==> src/rtl/unpooling_layer_stream.sv <==
// ============================================================================
// Module   : unpooling_layer_stream
// Brief    : Streaming row-buffered upsampler (nearest replicate / zero-insert)
// Revision : 1.0
// ============================================================================
`default_nettype none

module unpooling_layer_stream #(
    parameter int ELEM_WIDTH   = 8,
    parameter int MAX_IN_WIDTH = 32,
    parameter int MAX_SCALE    = 4
) (
    input  logic                  clk,
    input  logic                  rst,
    input  logic                  start,
    input  logic [7:0]            in_height,
    input  logic [7:0]            in_width,
    input  logic [7:0]            scale,
    input  logic [1:0]            mode,
    input  logic                  s_valid,
    output logic                  s_ready,
    input  logic [ELEM_WIDTH-1:0] s_data,
    output logic                  m_valid,
    input  logic                  m_ready,
    output logic [ELEM_WIDTH-1:0] m_data,
    output logic                  m_last,
    output logic                  busy,
    output logic                  done,
    output logic                  cfg_err
);

    localparam int c_AW = (MAX_IN_WIDTH > 1) ? $clog2(MAX_IN_WIDTH) : 1;

    typedef enum logic [1:0] {
        S_IDLE = 2'd0,
        S_LOAD = 2'd1,
        S_EMIT = 2'd2,
        S_DONE = 2'd3
    } state_t;

    state_t r_state;
    state_t w_state_next;

    logic [ELEM_WIDTH-1:0] r_line_buf [MAX_IN_WIDTH];

    logic [7:0] r_height;
    logic [7:0] r_width;
    logic [7:0] r_scale;
    logic       r_zero_ins;
    logic [7:0] r_row;
    logic [7:0] r_col;
    logic [7:0] r_sub_row;
    logic [7:0] r_out_col;
    logic [7:0] r_sub_col;
    logic       r_issue_done;

    logic                  r_m_valid;
    logic [ELEM_WIDTH-1:0] r_m_data;
    logic                  r_m_last;
    logic                  r_cfg_err;

    logic w_cfg_ok;
    logic w_start_ok;
    logic w_start_bad;
    logic w_in_hs;
    logic w_last_col;
    logic w_out_hs;
    logic w_load;
    logic w_row_end;
    logic w_last_row;
    logic w_sub_col_last;
    logic w_out_col_last;
    logic w_sub_row_last;
    logic w_issue_last;
    logic [ELEM_WIDTH-1:0] w_buf_rd;
    logic [ELEM_WIDTH-1:0] w_beat_data;

    assign w_cfg_ok = (scale != 8'd0) && (scale <= 8'(MAX_SCALE)) &&
                      (in_width != 8'd0) && (in_width <= 8'(MAX_IN_WIDTH)) &&
                      (in_height != 8'd0) && !mode[1];

    assign w_start_ok  = (r_state == S_IDLE) && start && w_cfg_ok;
    assign w_start_bad = (r_state == S_IDLE) && start && !w_cfg_ok;

    assign w_in_hs    = (r_state == S_LOAD) && s_valid;
    assign w_last_col = (r_col == r_width - 8'd1);

    // Issue counters run one beat ahead of the output register; a beat is
    // loaded whenever the register is empty or being drained this cycle.
    assign w_out_hs  = r_m_valid && m_ready;
    assign w_load    = (r_state == S_EMIT) && !r_issue_done && (!r_m_valid || m_ready);
    assign w_row_end = (r_state == S_EMIT) && r_issue_done && w_out_hs;

    assign w_last_row     = (r_row == r_height - 8'd1);
    assign w_sub_col_last = (r_sub_col == r_scale - 8'd1);
    assign w_out_col_last = (r_out_col == r_width - 8'd1);
    assign w_sub_row_last = (r_sub_row == r_scale - 8'd1);
    assign w_issue_last   = w_sub_row_last && w_out_col_last && w_sub_col_last;

    assign w_buf_rd    = r_line_buf[r_out_col[c_AW-1:0]];
    assign w_beat_data = (!r_zero_ins || ((r_sub_row == 8'd0) && (r_sub_col == 8'd0)))
                         ? w_buf_rd : '0;

    always_ff @(posedge clk or posedge rst) begin
        if (rst) begin
            r_state <= S_IDLE;
        end else begin
            r_state <= w_state_next;
        end
    end

    always_comb begin
        w_state_next = r_state;
        case (r_state)
            S_IDLE: if (w_start_ok) w_state_next = S_LOAD;
            S_LOAD: if (w_in_hs && w_last_col) w_state_next = S_EMIT;
            S_EMIT: if (w_row_end) w_state_next = w_last_row ? S_DONE : S_LOAD;
            S_DONE: w_state_next = S_IDLE;
            default: w_state_next = S_IDLE;
        endcase
    end

    // Line buffer holds data only; it needs no reset.
    always_ff @(posedge clk) begin
        if (w_in_hs) begin
            r_line_buf[r_col[c_AW-1:0]] <= s_data;
        end
    end

    always_ff @(posedge clk or posedge rst) begin
        if (rst) begin
            r_height     <= 8'd0;
            r_width      <= 8'd0;
            r_scale      <= 8'd0;
            r_zero_ins   <= 1'b0;
            r_row        <= 8'd0;
            r_col        <= 8'd0;
            r_sub_row    <= 8'd0;
            r_out_col    <= 8'd0;
            r_sub_col    <= 8'd0;
            r_issue_done <= 1'b0;
            r_m_valid    <= 1'b0;
            r_m_data     <= '0;
            r_m_last     <= 1'b0;
            r_cfg_err    <= 1'b0;
        end else begin
            r_cfg_err <= w_start_bad;

            if (w_start_ok) begin
                r_height   <= in_height;
                r_width    <= in_width;
                r_scale    <= scale;
                r_zero_ins <= mode[0];
                r_row      <= 8'd0;
                r_col      <= 8'd0;
            end

            if (w_in_hs) begin
                r_col <= w_last_col ? 8'd0 : r_col + 8'd1;
            end

            if (w_row_end) begin
                r_issue_done <= 1'b0;
                r_row        <= w_last_row ? 8'd0 : r_row + 8'd1;
            end

            if (w_load) begin
                r_m_valid <= 1'b1;
                r_m_data  <= w_beat_data;
                r_m_last  <= w_last_row && w_issue_last;
                // Nested counters wrap naturally back to zero after the last beat.
                if (w_sub_col_last) begin
                    r_sub_col <= 8'd0;
                    if (w_out_col_last) begin
                        r_out_col <= 8'd0;
                        r_sub_row <= w_sub_row_last ? 8'd0 : r_sub_row + 8'd1;
                    end else begin
                        r_out_col <= r_out_col + 8'd1;
                    end
                end else begin
                    r_sub_col <= r_sub_col + 8'd1;
                end
                if (w_issue_last) begin
                    r_issue_done <= 1'b1;
                end
            end else if (w_out_hs) begin
                r_m_valid <= 1'b0;
                r_m_last  <= 1'b0;
            end
        end
    end

    assign s_ready = (r_state == S_LOAD);
    assign busy    = (r_state == S_LOAD) || (r_state == S_EMIT);
    assign done    = (r_state == S_DONE);
    assign m_valid = r_m_valid;
    assign m_data  = r_m_data;
    assign m_last  = r_m_last;
    assign cfg_err = r_cfg_err;

endmodule

`default_nettype wire

==> config.mk <==
export PLATFORM = sky130hd
export DESIGN_NAME = unpooling_layer_stream
export DESIGN_NICKNAME = d
export VERILOG_FILES = /design/src/rtl/unpooling_layer_stream.sv
export SDC_FILE = /design/constraint.sdc
export NUM_CORES = 1
export LEC_CHECK = 0
export CORE_AREA = 4 4 178 180
export CTS_BUF_LIST = sky130_fd_sc_hd__clkbuf_4 sky130_fd_sc_hd__clkbuf_8
export DETAILED_ROUTE_END_ITERATION = 12
export DIE_AREA = 0 0 182 184
export PLACE_DENSITY = 0.63
export SLEW_MARGIN = 20
export SYNTH_ARGS = -nofsm -noshare
export SYNTH_HDL_FRONTEND = slang
export SYNTH_SLANG_ARGS = --single-unit
==> constraint.sdc <==
create_clock -name clk -period 3.3 [get_ports clk]
set_clock_uncertainty 0.1 [all_clocks]
set_input_delay 0.66 -clock clk [delete_from_list [all_inputs] [get_ports clk]]
set_output_delay 0.66 -clock clk [all_outputs]
set_load 0.01 [all_outputs]
# Yosys cells after proc, flatten, opt, wreduce, memory -nomap -nowiden
# Memory sizes are Yosys's and may differ from the RTL's.
# Cells that the tools add are included.
# W data, S select, Z words.
dict set report classes {
  n_addsub 8
  mul 0
  n_div 0
  n_lt_le_gt_ge 2
  eq_ne 11
  shifts 0
  muxes 22
  n_bitwise 0
  n_reduce_logical 39
}
# op n
set op_table {}
lappend op_table {{$mux W8} 9}
lappend op_table {{$add A8 B1 Y8 const B} 5}
lappend op_table {{$eq A8 B8 Y1} 5}
lappend op_table {{$reduce_bool A8 Y1} 3}
lappend op_table {{$sub A8 B1 Y8 const B} 3}
lappend op_table {{$logic_and A1 B1 Y1} 19}
lappend op_table {{$logic_not A8 Y1} 2}
lappend op_table {{$le A8 B3 Y1 const B} 1}
lappend op_table {{$le A8 B6 Y1 const B} 1}
lappend op_table {{$mux W1} 8}
lappend op_table {{$mux W2} 4}
lappend op_table {{$pmux W2 S4} 1}
lappend op_table {{$reduce_and A3 Y1} 2}
lappend op_table {{$reduce_bool A2 Y1} 3}
lappend op_table {{$logic_not A1 Y1} 5}
lappend op_table {{$eq A2 B2 Y1 const B} 2}
lappend op_table {{$ne A2 B2 Y1 const B} 2}
lappend op_table {{$logic_or A1 B1 Y1} 3}
lappend op_table {{$eq A2 B1 Y1 const B} 1}
lappend op_table {{$logic_not A2 Y1} 1}
lappend op_table {{$ne A2 B1 Y1 const B} 1}
lappend op_table {{$reduce_and A2 Y1} 1}
dict set report word_totals {
  ff_bits 79
  latch_bits 0
  ram_bits 256
  romBits 0
  inputBits 39
  out_inout_bits 14
  wordCells 98
  n_memories 1
}
# memory words width read_ports rd_clocked_by_memory_dff wr line
set memory_table {}
lappend memory_table {r_line_buf 32 8 1 0 1 44} ;# logic [ELEM_WIDTH-1:0] r_line_buf [MAX_IN_WIDTH];

# Longest topological paths before layout
# Gate-level depths: netlist (run 1).
dict set report logic_depth {
  ltp_word 9
  ltp_mapped 12
  mapped_depth_nobuf 9
}

# Worst setup path before layout (run 1)
# No wires, ideal clock.
dict set report synth_timing {
  path_kind {input to register}
  start {input scale[3]}
  end {register r_height[3]}
  setup_ps 125
  arrival_ps 2575
  slack_ps 500
  path_stages 6
  path_cell_list {or4_1 a211oi_1 nand4_1 nor2_1 clkbuf_1 mux2_2}
}
dict set report synth_between {
  elab_chain_cells 7
  word_cells_on_any_way 8
  cone_classes {order compare (1); reduce/logical (7)}
}
# element line
set synth_lines {}
lappend synth_lines {{start, declared} 18} ;# input logic [7:0] scale,
lappend synth_lines {{$le A8 B3 Y1 or $reduce_bool A8 Y1 (tied branches)} 78} ;# assign w_cfg_ok = (scale != 8'd0) && (scale <= 8'(MAX_SCALE)) &&
lappend synth_lines {{$logic_and A1 B1 Y1 * (2 in a row)} 78}
lappend synth_lines {{$logic_and A1 B1 Y1 * (2 in a row)} 79} ;# (in_width != 8'd0) && (in_width <= 8'(MAX_IN_WIDTH)) &&
lappend synth_lines {{$logic_and A1 B1 Y1 *} 80} ;# (in_height != 8'd0) && !mode[1];
lappend synth_lines {{$logic_and A1 B1 Y1 *} 82} ;# assign w_start_ok = (r_state == S_IDLE) && start && w_cfg_ok;
lappend synth_lines {{end signal, assigned} 150} ;# r_height <= in_height;
lappend synth_lines {{end, declared} 46} ;# logic [7:0] r_height;
# Mark *: on every way between the ends. The rest lies on a longest branch, timed or not.
# A chain may end at the register's enable or synchronous reset.

# Worst setup path after layout (run 1)
dict set report layout_timing {
  start {register r_scale[1]}
  end {register r_sub_row[5]}
}
dict set report layout_between {
  elab_chain_cells 3
  word_cells_on_any_way 5
  cone_classes {add/sub (1); eq/ne (2); mux (1); reduce/logical (1)}
}
# element line
set layout_lines {}
lappend layout_lines {{start, declared} 48} ;# logic [7:0] r_scale;
lappend layout_lines {{start signal, assigned} 152} ;# r_scale <= scale;
lappend layout_lines {{$sub A8 B1 Y8 *} {95, 97}}
lappend layout_lines {{$eq A8 B8 Y1, on equally long branches} {95, 97}}
lappend layout_lines {{$reduce_and A3 Y1 (no source line) or $mux W8 (tied branches)} --}
lappend layout_lines {{end signal, assigned} 176} ;# r_sub_row <= w_sub_row_last ? 8'd0 : r_sub_row + 8'd1;
lappend layout_lines {{end, declared} 52} ;# logic [7:0] r_sub_row;
# Marks and branches as above.

==> impl_results.md, run 1 <==
- Critical path's most frequent cell: o21ai_0
- Critical path capture point type: flop
- Post-synthesis sequential area ratio: 0.651
- Slowest stage delay, CP: 430 ps
- DRC marker count from the first detailed-route iteration: 617
- Critical Path AT: 3400 ps
- R2r startpoint: r_scale[1]$_DFFE_PP0P_
- Syn_area_per_cell: 15.5 µm²
- Number of synthesized flops with an enable pin: 256
- Worst Tran Pin Value: 787 ps
- R2r setup slk: 250 ps
- Slew Limit Fails: 0
- Buffers on Ports: 52
- Total track usage: 0.199
- Crit path max fanout: 9
- Commonest non-fill, non-tap cells in the layout: 256 x edfxtp_1, 77 x dfrtp_1, 72 x mux4_2, 71 x nor2_1
- Simple-gate share of the synthesized area: 0.0945
- # rows: 64
- Post-synth top area share: 0.518
- Core region area: 0.0302 mm²
- Post-cts resize count: 0
- Seq cells post-synth: 335
- Cell family with most CP delay: simple AND/OR/NAND/NOR gates
- Met2 wire len: 15.7 mm
- Ys Warns: 0
- Most common library cell in the layout ignoring fill and taps: edfxtp_1
- F_max: 0.328 GHz
- Share of cells above drive strength 1: 0.242
- Tcrit/Tclk final: 0.923
- Die boundary height: 184 µm
- Die Wd: 182 µm
- MaxCap Viol Count: 0
- Initial antenna violation count: 0
- Post-synthesis mux area share: 0.131
- Post-synthesis compound-gate area fraction: 0.0528
- Post-route cell area: 0.0173 mm²
- HPWL after detailed placement: 21.4 mm
- Netlist area before placement: 0.0148 mm²
- Final Hold Vio Count: 0
- Global-route wire length before repair: 51.7 mm
- Slew HR: 0.475
- Skew-Pair Late Insertion Delay: 580 ps
- Critical path type: flop to flop
- Synth Flop Type: edfxtp_1
- Crit start category: flop
- Synth top area cells: edfxtp_1 52%, dfrtp_1 13%, mux4_2 11%
- Leak: 6.08 nW
- DP Area: 0.0162 mm²
- RSZ-0062 raised after global routing: false
- Worst VDD drop: 361 µV
- Initial Util: 0.492
- Met3 wire length: 1.81 mm
- Final GP Congestion: 0.815
- CP bufs+invs: 1
- DRC: 0
- Met1 Routed Length: 14.5 mm
- TritonCTS clock tree: done
- DR vias/cell: 5.69
- Post-CTS Setup Repair Bufs: 0
- Clk slew on worst S/H paths: 60 ps
- Highest routed layer: met4
- I/O pin total: 53
- Vias: 8665
- Largest area contributor in the netlist: edfxtp_1
- Worst Hold Class: input pin to async pin
- Synth Area in XOR/XNOR: 0.0366
- Gate Count Post-Synth: 960
- Synth Area in Adders: 0.0143
- Largest family of logic cells by synthesized area: multiplexers
- Max clock buf depth: 3
- Vias in the first global route: 8877
- H-tree depth: 2
- R2r endpoint: r_sub_row[5]$_DFFE_PP0P_
- Worst path slowest cell: or4_4
- Final wirelength: 32.7 mm
- Clk sinks: 335
- Endpoints failing setup: 0
- Routed length per instance: 21.5 µm
- Cell variety after synth: 65
- Num CTS Buffers: 55
- Critical-path cell list: inv_1 > ha_1 > nand4bb_1 > a211o_1 > or4_4 > nor4_4 > nand4_1 > o21ai_0 > o21ai_0
- Die Footprint: 0.0335 mm²
- Area Overhead vs Synth: 16.5%
- CP required: 3650 ps
- Worst R2R Path Depth: 9
- Async S/R FF share, synth: 0.236
- Setup_tns: 0 ps
- Power Density: 560 mW/mm²
- Hold_buf cts: 0
- Final layout net count: 1141
- Minimum clock period: 3050 ps
- Grt total ovfl: 0
- Post-route ant nets: 0
- Post-layout util: 0.573
- Diode count: 0
- Syn Nets: 1016
- Drt pass-1 iters: 5
- Outcome: finished clean
- Largest net degree at the start of global routing: 41
- Root Buffer: clkbuf_8
## worst max-delay path by stage
stage | from | endpoint | slack (ps) | cells after the start
floorplan | scale[3] | r_height[3]$_DFFE_PP0P_ | 500 | 6
global placement | scale[3] | r_scale[2]$_DFFE_PP0P_ | 230 | 7
detailed placement | scale[3] | r_zero_ins$_DFFE_PP0P_ | 220 | 7
CTS | r_scale[1]$_DFFE_PP0P_ | r_sub_row[5]$_DFFE_PP0P_ | 270 | 9
global route | r_width[0]$_DFFE_PP0P_ | r_sub_row[2]$_DFFE_PP0P_ | 30 | 9
finish | r_scale[1]$_DFFE_PP0P_ | r_sub_row[5]$_DFFE_PP0P_ | 250 | 9
## power by group
| part | total (mW) | internal (mW) | switching, mW |
|---|---|---|---|
| logic | 1.13 | 0.507 | 0.626 |
| registers | 4.95 | 4.74 | 0.211 |
| clock network | 3.60 | 1.99 | 1.61 |
## flip-flops by register name, indices dropped and copies added (netlist names)
register / flops
r_line_buf: 256
m_data: 8
r_col: 8
r_height: 8
r_out_col: 8
r_row: 8
r_scale: 8
r_sub_col: 8
r_sub_row: 8
r_width: 8
r_state: 2
cfg_err: 1
m_last: 1
m_valid: 1
r_issue_done: 1
r_zero_ins: 1
## layout make-up
cell class                 instances  area (µm²)
tap                              396         495
clock buffer                      81         983
inverter                          26        98.8
sequential                       335        9670
timing repair buffer             115        1030
clock inverter                    17         119
multi-input combinational        552        4890
fill                            2345       12900
## per-layer routing
layer / up-vias / global-route usage
met4: 0 / 0.0546
met2: 249 / 0.324
met3: 59 / 0.0342
met1: 4385 / 0.280
met5: - / 0
li1: 3972 / -
## per-stage QoR
step	worst slack, ps	std cells	hold WS [ps]	total power, mW
after floorplan	500	960	380	5.62
after global placement	228	1424	408	6.15
after detailed placement	219	1424	416	6.17
after CTS	274	1522	237	9.79
after global routing	27.8	1522	264	10.1
final	253	1522	258	9.68
## kinds of logic (layout without fill, tap and decap cells)
group | Yosys count | after routing
flip-flops | 335 | 335
AND/OR/NAND/NOR | 262 | 262
AO/OA/AOI/OAI | 121 | 121
multiplexers | 101 | 101
buffers and inverters | 73 | 239
XOR/XNOR | 51 | 51
adder cells (fa/ha/maj) | 17 | 17
## Yosys cell counts (8+ instances only)
cell	instances
edfxtp_1	256
dfrtp_1	79
mux4_2	72
nor2_1	72
nand2_1	55
o21ai_0	40
clkbuf_1	32
mux2_2	29
nand3_1	28
xnor2_1	28
inv_1	26
ha_1	17
nand2b_1	16
xor2_1	16
a21oi_1	15
o31ai_1	12
a22o_1	11
nor2b_1	9
o22ai_1	9
buf_2	8
nor3_1	8
or3_1	8
No activity file was read; power rests on OpenSTA's default activity.
==> run 2, diff against run 1 <==
CAP_MARGIN = 10   (was default)
==> results of run 2 <==
The final DEF is identical to that of run 1; final timing and power are the same.
==> run 3, diff against run 2 <==
clock period = 3.4 ns   (was 3.3 ns; I/O delays follow)
==> run 3 against run 2 <==
Compared with the run above: register-to-register slack improved by 80 ps; first-iteration DRC count up 17%; worst hold slack improved by 97 ps; wire length up 0.98%; clock power decreased by 3%; total power shrank 2.7%; core utilization is essentially flat; critical path depth is the same; clock-buffer cell count increased by 8; critical path type unchanged; die area stayed put.
==> impl_results.md, run 3 (synthesis gave the netlist of run 1 again) <==
- Outcome: finished clean
- Root Buffer: clkbuf_8
- Setup_tns: 0 ps (unchanged)
- Critical path type: flop to flop
- Seq pwr share: 0.510 (about the same)
- R2r startpoint: r_scale[0]$_DFFE_PP0P_
- Clk slew on worst S/H paths: 60 ps (about the same)
- Critical path's most frequent cell: o21ai_0
- Power Density: 544 mW/mm² (-2.8%)
- Core region area: 0.0302 mm² (unchanged)
- Worst R2R Path Depth: 9 (unchanged)
- Endpoints failing setup: 0 (unchanged)
- Final Power: 9.42 mW (-2.7%)
- Worst path slowest cell: dfrtp_1
- Crit path max fanout: 9 (unchanged)
- TritonCTS clock tree: done
- Sw Pwr: 2.39 mW (-2.4%)
- Critical Path AT: 3430 ps (+30 ps)
- Final Hold Vio Count: 0 (unchanged)
- Buffers on Ports: 52 (unchanged)
- Slew Limit Fails: 0 (unchanged)
- Area Overhead vs Synth: 16.5% (about the same)
- Cell family with most CP delay: simple AND/OR/NAND/NOR gates
- Clock network fraction of total power: 0.372 (about the same)
- Post-Place Setup Slack: 245 ps (+25.9 ps)
- CP bufs+invs: 1 (unchanged)
- Grt total ovfl: 0 (unchanged)
- R2r setup slk: 330 ps (+80 ps)
- Slowest stage delay, CP: 470 ps (+40 ps)
- Drt pass-1 iters: 6 (+1)
- Clk sinks: 335 (unchanged)
- Worst VDD drop: 410 µV (+14%)
- Total track usage: 0.201 (+0.00212)
- Minimum clock period: 3070 ps (+22.1 ps)
- Most common library cell in the layout ignoring fill and taps: edfxtp_1
- Critical path capture point type: flop
- H-tree depth: 2 (unchanged)
- F_max: 0.326 GHz (-0.72%)
- Vias: 8665 (unchanged)
- Final GP Congestion: 0.796 (-2.3%)
- Critical-path cell list: inv_1 > ha_1 > xnor2_1 > a211o_1 > or4_4 > nor4_4 > nand4_1 > o21ai_0 > o21ai_0
- Post-layout util: 0.573 (about the same)
- Final layout net count: 1141 (unchanged)
- Routed length per instance: 21.7 µm (+0.91%)
- Leak: 6.10 nW (+0.29%)
- Crit start category: flop
- Post-cts resize count: 0 (unchanged)
- Largest net degree at the start of global routing: 41 (unchanged)
- Net Sw Frac: 0.254 (+0.000882)
- Post-route ant nets: 0 (unchanged)
- MaxCap Viol Count: 0 (unchanged)
- Tcrit/Tclk final: 0.903 (-0.0206)
- Skew-Pair Late Insertion Delay: 610 ps (+30 ps)
- Slew HR: 0.428 (-0.0471)
- Setup ws final: 330 ps (+77.9 ps)
- DRC: 0 (unchanged)
- Die Wd: 182 µm (unchanged)
- Share of cells above drive strength 1: 0.248 (+0.00688)
- Num CTS Buffers: 54 (-1.8%)
- I/O pin total: 53 (unchanged)
- CP required: 3760 ps (+110 ps)
- Hold_buf cts: 0 (unchanged)
- Final wirelength: 33.0 mm (+0.98%)
- Worst Hold Class: input pin to async pin
- Initial antenna violation count: 0 (unchanged)
- RSZ-0062 raised after global routing: false
- Post-CTS Setup Repair Bufs: 0 (unchanged)
- Commonest non-fill, non-tap cells in the layout: 256 x edfxtp_1, 77 x dfrtp_1, 72 x mux4_2, 71 x nor2_1, 61 x buf_4
- R2r endpoint: r_sub_row[5]$_DFFE_PP0P_
- Combinational power share: 0.118 (about the same)
- FF/Latch Area: 0.00967 mm² (unchanged)
- # rows: 64 (unchanged)
- Initial Util: 0.492 (unchanged)
- Area of the multi-input gates: 0.00489 mm² (unchanged)
- HPWL after detailed placement: 21.4 mm (+0.39%)
- Die boundary height: 184 µm (unchanged)
- Max reg flops: 256 (unchanged)
- Worst hold margin: 356 ps (+97.5 ps)
- Pint: 7.03 mW (-2.8%)
- Max clock buf depth: 3 (unchanged)
- Worst Tran Pin Value: 858 ps (+70.7 ps)
- Diode count: 0 (unchanged)
- Die Footprint: 0.0335 mm² (unchanged)
- DR vias/cell: 5.69 (about the same)
- Filler Cells Inserted: 2402 (+2.4%)
- Vias in the first global route: 9019 (+1.6%)
- DRC marker count from the first detailed-route iteration: 719 (+17%)
- Global-route wire length before repair: 52.5 mm (+1.4%)
-- run 3: cell count changes in the layout (fill, tap and decap cells not counted), sizes merged --
cell / change
inv: +1
bufinv: -1
clkinv: -8
buf: +1
clkbuf: +8
-- run 3: cell type report --
class,instances,area share
clock inverters,9,0.00391
clock buffers,89,0.0600
well taps,396,0.0286
inverters,26,0.00571
flip-flops and latches,335,0.559
repair buffers,116,0.0600
multi-input cells,552,0.283
-- run 3: worst reg2reg max path: stages (launching register included) --
cell	delay, ps
dfrtp_1	470
inv_1	90
ha_1	350
xnor2_1	140
a211o_1	280
or4_4	430
nor4_4	370
nand4_1	360
o21ai_0	250
o21ai_0	100
-- run 3: metrics by stage --
stage,area [µm²],cells
after global placement,16200,1425
after detailed placement,16200,1425
after global routing,17300,1523
final,17300,1523
after CTS,17300,1523
after floorplan,14800,960
-- run 3: worst max path at each step --
stage | startpoint | to | cells after the start
finish | r_scale[0]$_DFFE_PP0P_ | r_sub_row[5]$_DFFE_PP0P_ | 9
global route | r_scale[0]$_DFFE_PP0P_ | r_sub_row[2]$_DFFE_PP0P_ | 9
CTS | r_scale[0]$_DFFE_PP0P_ | r_sub_row[5]$_DFFE_PP0P_ | 9
detailed placement | scale[3] | r_width[2]$_DFFE_PP0P_ | 7
global placement | scale[3] | r_height[5]$_DFFE_PP0P_ | 7
floorplan | scale[3] | r_height[3]$_DFFE_PP0P_ | 6
-- run 3: power groups by stage --
stage | Clock (mW) | Combinational [mW] | Sequential (mW)
finish | 3.50 | 1.12 | 4.80
CTS | 3.60 | 1.13 | 4.80
detailed placement | 0 | 1.12 | 4.88
global placement | 0 | 1.10 | 4.87
global route | 3.81 | 1.23 | 4.82
floorplan | 0 | 0.640 | 4.81
-- run 3: layer usage --
metal	part of all wire	vias up	wire length [µm]	GRT usage
met4	0.015	0	480	0.0495
met1	0.44	4414	14400	0.283
met5	0	-	0	0
li1	-	3971	-	-
met2	0.49	240	16200	0.327
met3	0.059	40	1950	0.0398
